--- config.mk ---
export PLATFORM = sky130hd
export DESIGN_NAME = ins_mem_loader
export DESIGN_NICKNAME = d
export VERILOG_FILES = /design/src/rtl/ins_mem_loader.sv
export SDC_FILE = /design/constraint.sdc
export NUM_CORES = 1
export LEC_CHECK = 0
export ABC_AREA = 1
export CORE_MARGIN = 3
export CORE_UTILIZATION = 47
export CTS_CLUSTER_SIZE = 8
export DETAILED_ROUTE_END_ITERATION = 8
export PLACE_DENSITY = 0.69
export SYNTH_ARGS = -nofsm -noshare
export SYNTH_HDL_FRONTEND = slang
export SYNTH_SLANG_ARGS = --single-unit
--- constraint.sdc ---
create_clock -name CLK -period 13.1 [get_ports CLK]
set_clock_uncertainty 0.05 [all_clocks]
set_input_delay 2.62 -clock CLK [delete_from_list [all_inputs] [get_ports CLK]]
set_output_delay 2.62 -clock CLK [all_outputs]
set_load 0.01 [all_outputs]
--- src/rtl/ins_mem_loader.sv ---
// ins_mem_loader: framed byte-stream loader that writes big-endian 32-bit words into the instruction store
//
// Frame: LEN_HI, LEN_LO (word count N), 4*N data bytes MSB first, optional XOR checksum byte.
// Define LOADER_CHECKSUM_EN to build the CHECK state and the trailing checksum byte.
// Ports:
//   CLK, Reset (async, active-high)
//   Start               one-cycle pulse, honoured in IDLE/DONE/ERROR
//   ByteIn/ByteValid/ByteReady  byte stream handshake
//   InsWE/InsWAddr/InsWData     one-cycle word write strobe, address and data
//   CpuHold, Done, Error        load status
//   WordCount                   words written in the current or last load
module ins_mem_loader #(
  parameter int MEM_BYTES = 128,
  parameter int BASE_ADDR = 0
) (
  input  logic        CLK,
  input  logic        Reset,
  input  logic        Start,
  input  logic [7:0]  ByteIn,
  input  logic        ByteValid,
  output logic        ByteReady,
  output logic        InsWE,
  output logic [31:0] InsWAddr,
  output logic [31:0] InsWData,
  output logic        CpuHold,
  output logic        Done,
  output logic        Error,
  output logic [15:0] WordCount
);
  typedef enum logic [2:0] {
    IDLE, LEN_HI, LEN_LO, DATA, WRITE,
`ifdef LOADER_CHECKSUM_EN
    CHECK,
`endif
    DONE, ERROR
  } state_t;
  // State entered once the last word (or an empty frame) has been handled.
  localparam state_t FIN =
`ifdef LOADER_CHECKSUM_EN
    CHECK;
`else
    DONE;
`endif
  localparam logic [31:0] ROOM = 32'(MEM_BYTES - BASE_ADDR);
  state_t state_q, state_d;
  logic [15:0] len_q, len_d, cnt_q, cnt_d;
  logic [31:0] addr_q, addr_d, waddr_q, waddr_d, wdata_q, wdata_d;
  logic [23:0] asm_q, asm_d;
  logic [1:0]  idx_q, idx_d;
`ifdef LOADER_CHECKSUM_EN
  logic [7:0]  acc_q, acc_d;
`endif
  logic        xfer;
  logic [15:0] n;
  assign xfer = ByteValid & ByteReady;
  assign n    = {len_q[15:8], ByteIn};
  always_comb begin
    state_d = state_q;
    len_d   = len_q;
    cnt_d   = cnt_q;
    addr_d  = addr_q;
    waddr_d = waddr_q;
    wdata_d = wdata_q;
    asm_d   = asm_q;
    idx_d   = idx_q;
`ifdef LOADER_CHECKSUM_EN
    acc_d   = acc_q;
`endif
    case (state_q)
      IDLE, DONE, ERROR: if (Start) begin
        state_d = LEN_HI;
        cnt_d   = '0;
        idx_d   = '0;
        addr_d  = 32'(BASE_ADDR);
`ifdef LOADER_CHECKSUM_EN
        acc_d   = '0;
`endif
      end
      LEN_HI: if (xfer) begin
        len_d[15:8] = ByteIn;
        state_d     = LEN_LO;
      end
      LEN_LO: if (xfer) begin
        len_d[7:0] = ByteIn;
        state_d    = (n == 16'd0) ? FIN : ({14'd0, n, 2'd0} > ROOM) ? ERROR : DATA;
      end
      DATA: if (xfer) begin
        asm_d = {asm_q[15:0], ByteIn};
        idx_d = idx_q + 2'd1;
`ifdef LOADER_CHECKSUM_EN
        acc_d = acc_q ^ ByteIn;
`endif
        // Latch address/data here so the outputs hold steady outside WRITE.
        if (idx_q == 2'd3) begin
          wdata_d = {asm_q, ByteIn};
          waddr_d = addr_q;
          state_d = WRITE;
        end
      end
      WRITE: begin
        addr_d  = addr_q + 32'd4;
        cnt_d   = cnt_q + 16'd1;
        state_d = (cnt_d < len_q) ? DATA : FIN;
      end
`ifdef LOADER_CHECKSUM_EN
      CHECK: if (xfer) state_d = (ByteIn == acc_q) ? DONE : ERROR;
`endif
      default: state_d = IDLE;
    endcase
  end
  always_ff @(posedge CLK or posedge Reset) begin
    if (Reset) begin
      state_q <= IDLE;
      len_q   <= '0;
      cnt_q   <= '0;
      addr_q  <= '0;
      waddr_q <= '0;
      wdata_q <= '0;
      asm_q   <= '0;
      idx_q   <= '0;
`ifdef LOADER_CHECKSUM_EN
      acc_q   <= '0;
`endif
    end else begin
      state_q <= state_d;
      len_q   <= len_d;
      cnt_q   <= cnt_d;
      addr_q  <= addr_d;
      waddr_q <= waddr_d;
      wdata_q <= wdata_d;
      asm_q   <= asm_d;
      idx_q   <= idx_d;
`ifdef LOADER_CHECKSUM_EN
      acc_q   <= acc_d;
`endif
    end
  end
  assign ByteReady = (state_q == LEN_HI) || (state_q == LEN_LO) || (state_q == DATA)
`ifdef LOADER_CHECKSUM_EN
                     || (state_q == CHECK)
`endif
                     ;
  assign InsWE     = state_q == WRITE;
  assign InsWAddr  = waddr_q;
  assign InsWData  = wdata_q;
  assign CpuHold   = !((state_q == IDLE) || (state_q == DONE) || (state_q == ERROR));
  assign Done      = state_q == DONE;
  assign Error     = state_q == ERROR;
  assign WordCount = cnt_q;
endmodule

==> results.toml, run 1 <==
[sta]
finalCritPeriodShare_pct = 38.60
worst_pin_slew_ps = 1043
timing.final.ws_setup_ps = 8043
setup_viol = 0
final-hold-violation-count = 0
max_freq_mhz = 197.8
fin_crit_ps = 5057
maxSlewViolCount = 0
max-slew-margin-rel_pct = 30.48
rsz0062_at_grt = "false"
setup_tns_ps = 0

[logic_synthesis]
synthMuxAreaShare_pct = 0.1541
ys_seq_area_share_pct = 52.40
synth.distinct_cells = 37
syn_avg_cell_area_sq_um = 8.303
yosys.area_share.simple_pct = 20.65
ys_warn_count = 0
synthCells = 880
synth_compound_area_share_pct = 13.20
ys_ff_latch = 153
synth-adder-area-share_pct = 3.082
syn_area_sq_um = 7307
synth_top_family_by_area = "simple AND/OR/NAND/NOR gates"
synth_xor_area_share_pct = 1.918

[pwr]
leakagePower_nw = 4.096
fin_total_pwr_w = 0.001413
irDropWorstVdd_v = 0.0001130
powerDensity_nw_per_um2 = 157.6

[placed_design]
dpl_worst_slack_ps = 7598
place.gp.congestion = 0.8769
portBuffers = 94
dpl.hpwl_mm = 11.53

[detailed_routing]
viasPerCell = 5.119
drt_iter0_markers = 433
antenna_left = 0
drtPass1Iterations = 5
vias = 5948
drc = 0
wl_per_cell_um = 14.34
routed_wl_mm = 16.66

[global_routing]
track_usage_pct = 20.75
grt_pass1_vias = 5700
grt_start_max_net_pins = 124
antenna_found_initial = 0
grt-ovfl-total = 0
grt_pass1_wl_mm = 27.70

[clocking]
cts_resized = 0
clock_path_buffers = 2
cts_hold_buf = 0
clk_pin_slew_ps = 60
cts_tree = "yes"
cts_num_sinks = 153
clock_latency_ps = 430
cts_made_buffers = 17
cts-htree-levels = 4
root_buffer = "clkbuf_16"
postCtsSetupRepairBufs = 0

[setup_path]
cp.required_ps = 13350
r2r-start = "state_q[2]"
worst_ep_arrival_time_ps = 5310
worst_setup_path_end_kind = "flip-flop"
r2r-end = "InsWAddr[24]"
reg2reg_slack_ps = 10110
r2r_cells = 5
crit_path_end = "InsWAddr[24]"
critPathLaunchType = "input pin"
crit_fanout = 123
startpoint = "ByteValid"
path_class = "in2reg"

[flow_run]
maxCapViolations = 0

[final_layout]
area_delta_synth_final_pct = 22.72
diodes = 0
fin_nets = 995
utilization_pct = 60.33
drive_above_1_share_pct = 5.112

[die]
initial_core_util_pct = 49.16
dieWidth_um = 130.7
ios = 97
dieArea_sq_um = 17080
rows = 44
die_h_um = 130.7
core_area_sq_um = 14860

[status]
status = "finished, final reports clean"

[hold_path]
hp-class = "reg2reg"
==> metrics by stage <==
stage               area, sq um  cells  hold slack [ps]
CTS                        8967   1162            435.8
detailed placement         8348   1130            418.7
global route               8967   1162            451.1
global placement           8348   1130            411.1
floorplan                  7311    881            403.0
finish                     8967   1162            427.8
==> registers in the layout (all words and copies together), names as in the netlist <==
name / flops
WordCount: 16
idx_q: 2
InsWAddr: 30
InsWData: 32
addr_q: 30
state_q: 3
len_q: 16
asm_q: 24
==> area by class of cell <==
class                   instances  area [sq um]
fillers                      1324          5897
flip-flops and latches        153          3829
well taps                     184         230.2
repair buffers                 96         955.9
clock inverters                 6         110.1
multi-input cells             573          2863
inverters                     124         470.5
clock buffers                  26         509.2
==> kinds of logic after synthesis <==
group                      Yosys count
and+or+nand+nor                    359
AOI/OAI and AO/OA                  177
buffers and inverters              155
DFF                                153
adders and majority gates           18
xor gates and xnor gates            16
other                                1
muxes                                1
==> cells in the final DEF (no fill, tap or decap), drive strengths merged, types with 9 or more instances in the layout <==
master	synthesis	final
nand2	226	226
o21ai	154	154
dfrtp	153	153
inv	124	124
clkdlybuf4s50	0	94
nor2	47	47
nand3	44	44
clkbuf	14	26
nor3	19	19
ha	18	18
nand4	16	16
xor2	16	16
a21oi	11	11
o22ai	9	9
==> synth_stat cells (all sizes together) <==
master,instances,share of area (%)
or2,3,0.26
nor2,47,2.7
o22ai,9,1.1
a21oi,11,0.91
nand2,226,12
buf,17,1.4
nor4,3,0.26
inv,124,6.4
nor3,19,1.3
a31oi,2,0.38
and2,1,0.086
mux2,1,0.15
o21a,1,0.10
o21ai,154,11
xor2,16,1.9
clkbuf,14,0.74
nand3,44,3.1
conb,1,0.051
dfrtp,153,52
ha,18,3.1
nand4,16,1.4
==> worst min-delay path by stage <==
stage,start,endpoint,slack [ps],cells past startpoint
after floorplan,asm_q[2],asm_q[10],400,2
after global placement,asm_q[5],asm_q[13],410,2
after detailed placement,asm_q[15],asm_q[23],420,2
after CTS,InsWAddr[11],InsWAddr[11],440,2
after global routing,InsWAddr[16],InsWAddr[16],450,2
final,InsWAddr[15],InsWAddr[15],430,2
==> per-layer routing <==
layer	vias up	global-route usage [%]	routed length, um
met1	2756	29.31	7912
met5	-	0	0
met2	171	32.45	7727
met3	20	4.553	789
met4	0	5.989	229
li1	3001	-	-
==> critical path, cell delays in order <==
cell,delay (ps)
clkdlybuf4s50_1,530
inv_1,90
nor2_4,700
nand2_4,770
mux2_2,530
==> power breakdown <==
group	switching, W	internal (W)	total, W
clock network	0.000183	0.000325	0.000508
registers	0.0000464	0.000548	0.000594
logic	0.000205	0.000105	0.000311
(Power assumes the default switching activity.)
==> inputs of run 2 (changes only) <==
- clock period: 13.1 -> 4.72 ns (I/O delays scaled with it)
==> run 2 against run 1 <==
Compared with the run above: wire length shrank 0.16%; core utilization decreased by 0.38 points; cell area is 0.63% lower; non-clock buffer count up 2; critical endpoint is now InsWE.
==> results.toml, run 2 (synthesized netlist as in run 1, its figures left out) <==
[pwr]
irDropWorstVdd_v = 0.0003306
powerDensity_nw_per_um2 = 420.0
leakagePower_nw = 4.075

[setup_path]
r2r-start = "WordCount[0]"
worst_ep_arrival_time_ps = 2170
critPathLaunchType = "flip-flop"
reg2reg_slack_ps = 1980
path_class = "reg2out"
crit_fanout = 12
startpoint = "state_q[1]"
cp.required_ps = 3730
r2r_cells = 17
worst_setup_path_end_kind = "primary output"

[placed_design]
place.gp.congestion = 0.8531
post_dp_cell_area_sq_um = 8374
portBuffers = 94
dpl.hpwl_mm = 11.63

[hold_path]
holdCritStartpoint = "asm_q[12]"
hp-class = "reg2reg"
hold_path_depth = 2

[detailed_routing]
antenna_left = 0
drt_iter0_markers = 516
vias = 6029
drtPass1Iterations = 5
routed_wl_mm = 16.63
viasPerCell = 5.180
wl_per_cell_um = 14.29
drc = 0

[final_layout]
final_common_cell = "nand2_1"
design_area_sq_um = 8911
diodes = 0
largest_reg_flops = 32
fin_nets = 997
mostFrequentLayoutCells = "nand2_1 (225), dfrtp_1 (153), o21ai_0 (145), inv_1 (121), clkdlybuf4s50_1 (94)"
drive_above_1_share_pct = 5.408
area_delta_synth_final_pct = 21.95

[sta]
finalCritPeriodShare_pct = 67.07
setup_tns_ps = 0
max_freq_mhz = 315.9
final-hold-violation-count = 0
maxSlewViolCount = 0
setup_viol = 0
worst_pin_slew_ps = 1069
max-slew-margin-rel_pct = 28.73
fin_crit_ps = 3166
rsz0062_at_grt = "false"

[global_routing]
antenna_found_initial = 0
track_usage_pct = 21.09
grt_util_met1_pct = 30.03
grt_pass1_wl_mm = 28.50
grt_start_max_net_pins = 124
grt.met3_usage_pct = 4.350
grt-ovfl-total = 0
gr-max-usage-layer = "met2"
grt_pass1_vias = 5845
use_met2_pct = 33.02

[clocking]
root_buffer = "clkbuf_16"
cts_hold_buf = 0
cts_tree = "yes"
cts-htree-levels = 4
clk_pin_slew_ps = 60
clock_latency_ps = 420
cts_resized = 0
cts_made_buffers = 17
clock_path_buffers = 2
cts_num_sinks = 153
postCtsSetupRepairBufs = 0

[status]
status = "finished, final reports clean"

[die]
ios = 97
rows = 44
dieWidth_um = 130.7
core_area_sq_um = 14860
dieArea_sq_um = 17080
die_h_um = 130.7
initial_core_util_pct = 49.16

[flow_run]
maxCapViolations = 0
[run 2: changes by cell type in the layout (fill, tap and decap cells not counted)]
cell,before,now
bufinv_16,3,0
clkbuf_1,4,3
buf_4,2,3
clkinvlp_4,2,3
clkbuf_8,5,4
inv_6,1,0
clkinv_2,1,6
buf_12,0,1
[run 2: metrics by stage]
step	hold WS, ps	total power [W]	utilization (%)	worst slack [ps]	std cells
2_1_floorplan	403.0	0.002266	-	1795	881
3_3_place_gp	412.1	0.002507	56.34	1325	1132
3_5_place_dp	420.6	0.002527	56.34	1307	1132
4_1_cts	433.0	0.003778	59.95	1526	1164
5_1_grt	443.9	0.003993	59.95	1461	1164
6_report	429.8	0.003743	59.95	1554	1164
[run 2: cell type report]
| type | instances | area (sq um) |
|---|---|---|
| fill | 1362 | 5953 |
| sequential | 153 | 3829 |
| multi-input combinational | 573 | 2863 |
| timing repair buffer | 98 | 983.4 |
| clock buffer | 24 | 491.7 |
| inverter | 124 | 469.2 |
| tap | 184 | 230.2 |
| clock inverter | 8 | 45.04 |
[run 2: path summary, 6_finish.rpt]
check,end
min,asm_q[20]
max,InsWE
min in group asynchronous,InsWData[28]
min reg2reg,asm_q[20]
max reg2reg,state_q[2]
max in group asynchronous,len_q[4]
[run 2: critical path: stages (launching register included)]
cell	delay, ps
dfrtp_1	430
nor2_1	180
nand2_1	380
inv_1	210
clkdlybuf4s50_1	560
[run 2: where the power goes]
| group | total (W) | leakage [nW] | switching [W] | internal [W] |
|---|---|---|---|---|
| clock network | 0.00124 | 0.266 | 0.000517 | 0.000722 |
| logic | 0.000855 | 1.74 | 0.000560 | 0.000295 |
| registers | 0.00165 | 2.07 | 0.000128 | 0.00152 |
| total | 0.00374 | 4.07 | 0.00121 | 0.00254 |
[run 2: per-layer routing]
metal	up-vias	part of all wire (%)
li1	3002	-
met1	2867	48
met2	144	46
met3	16	4.2
met4	0	1.3
met5	-	0
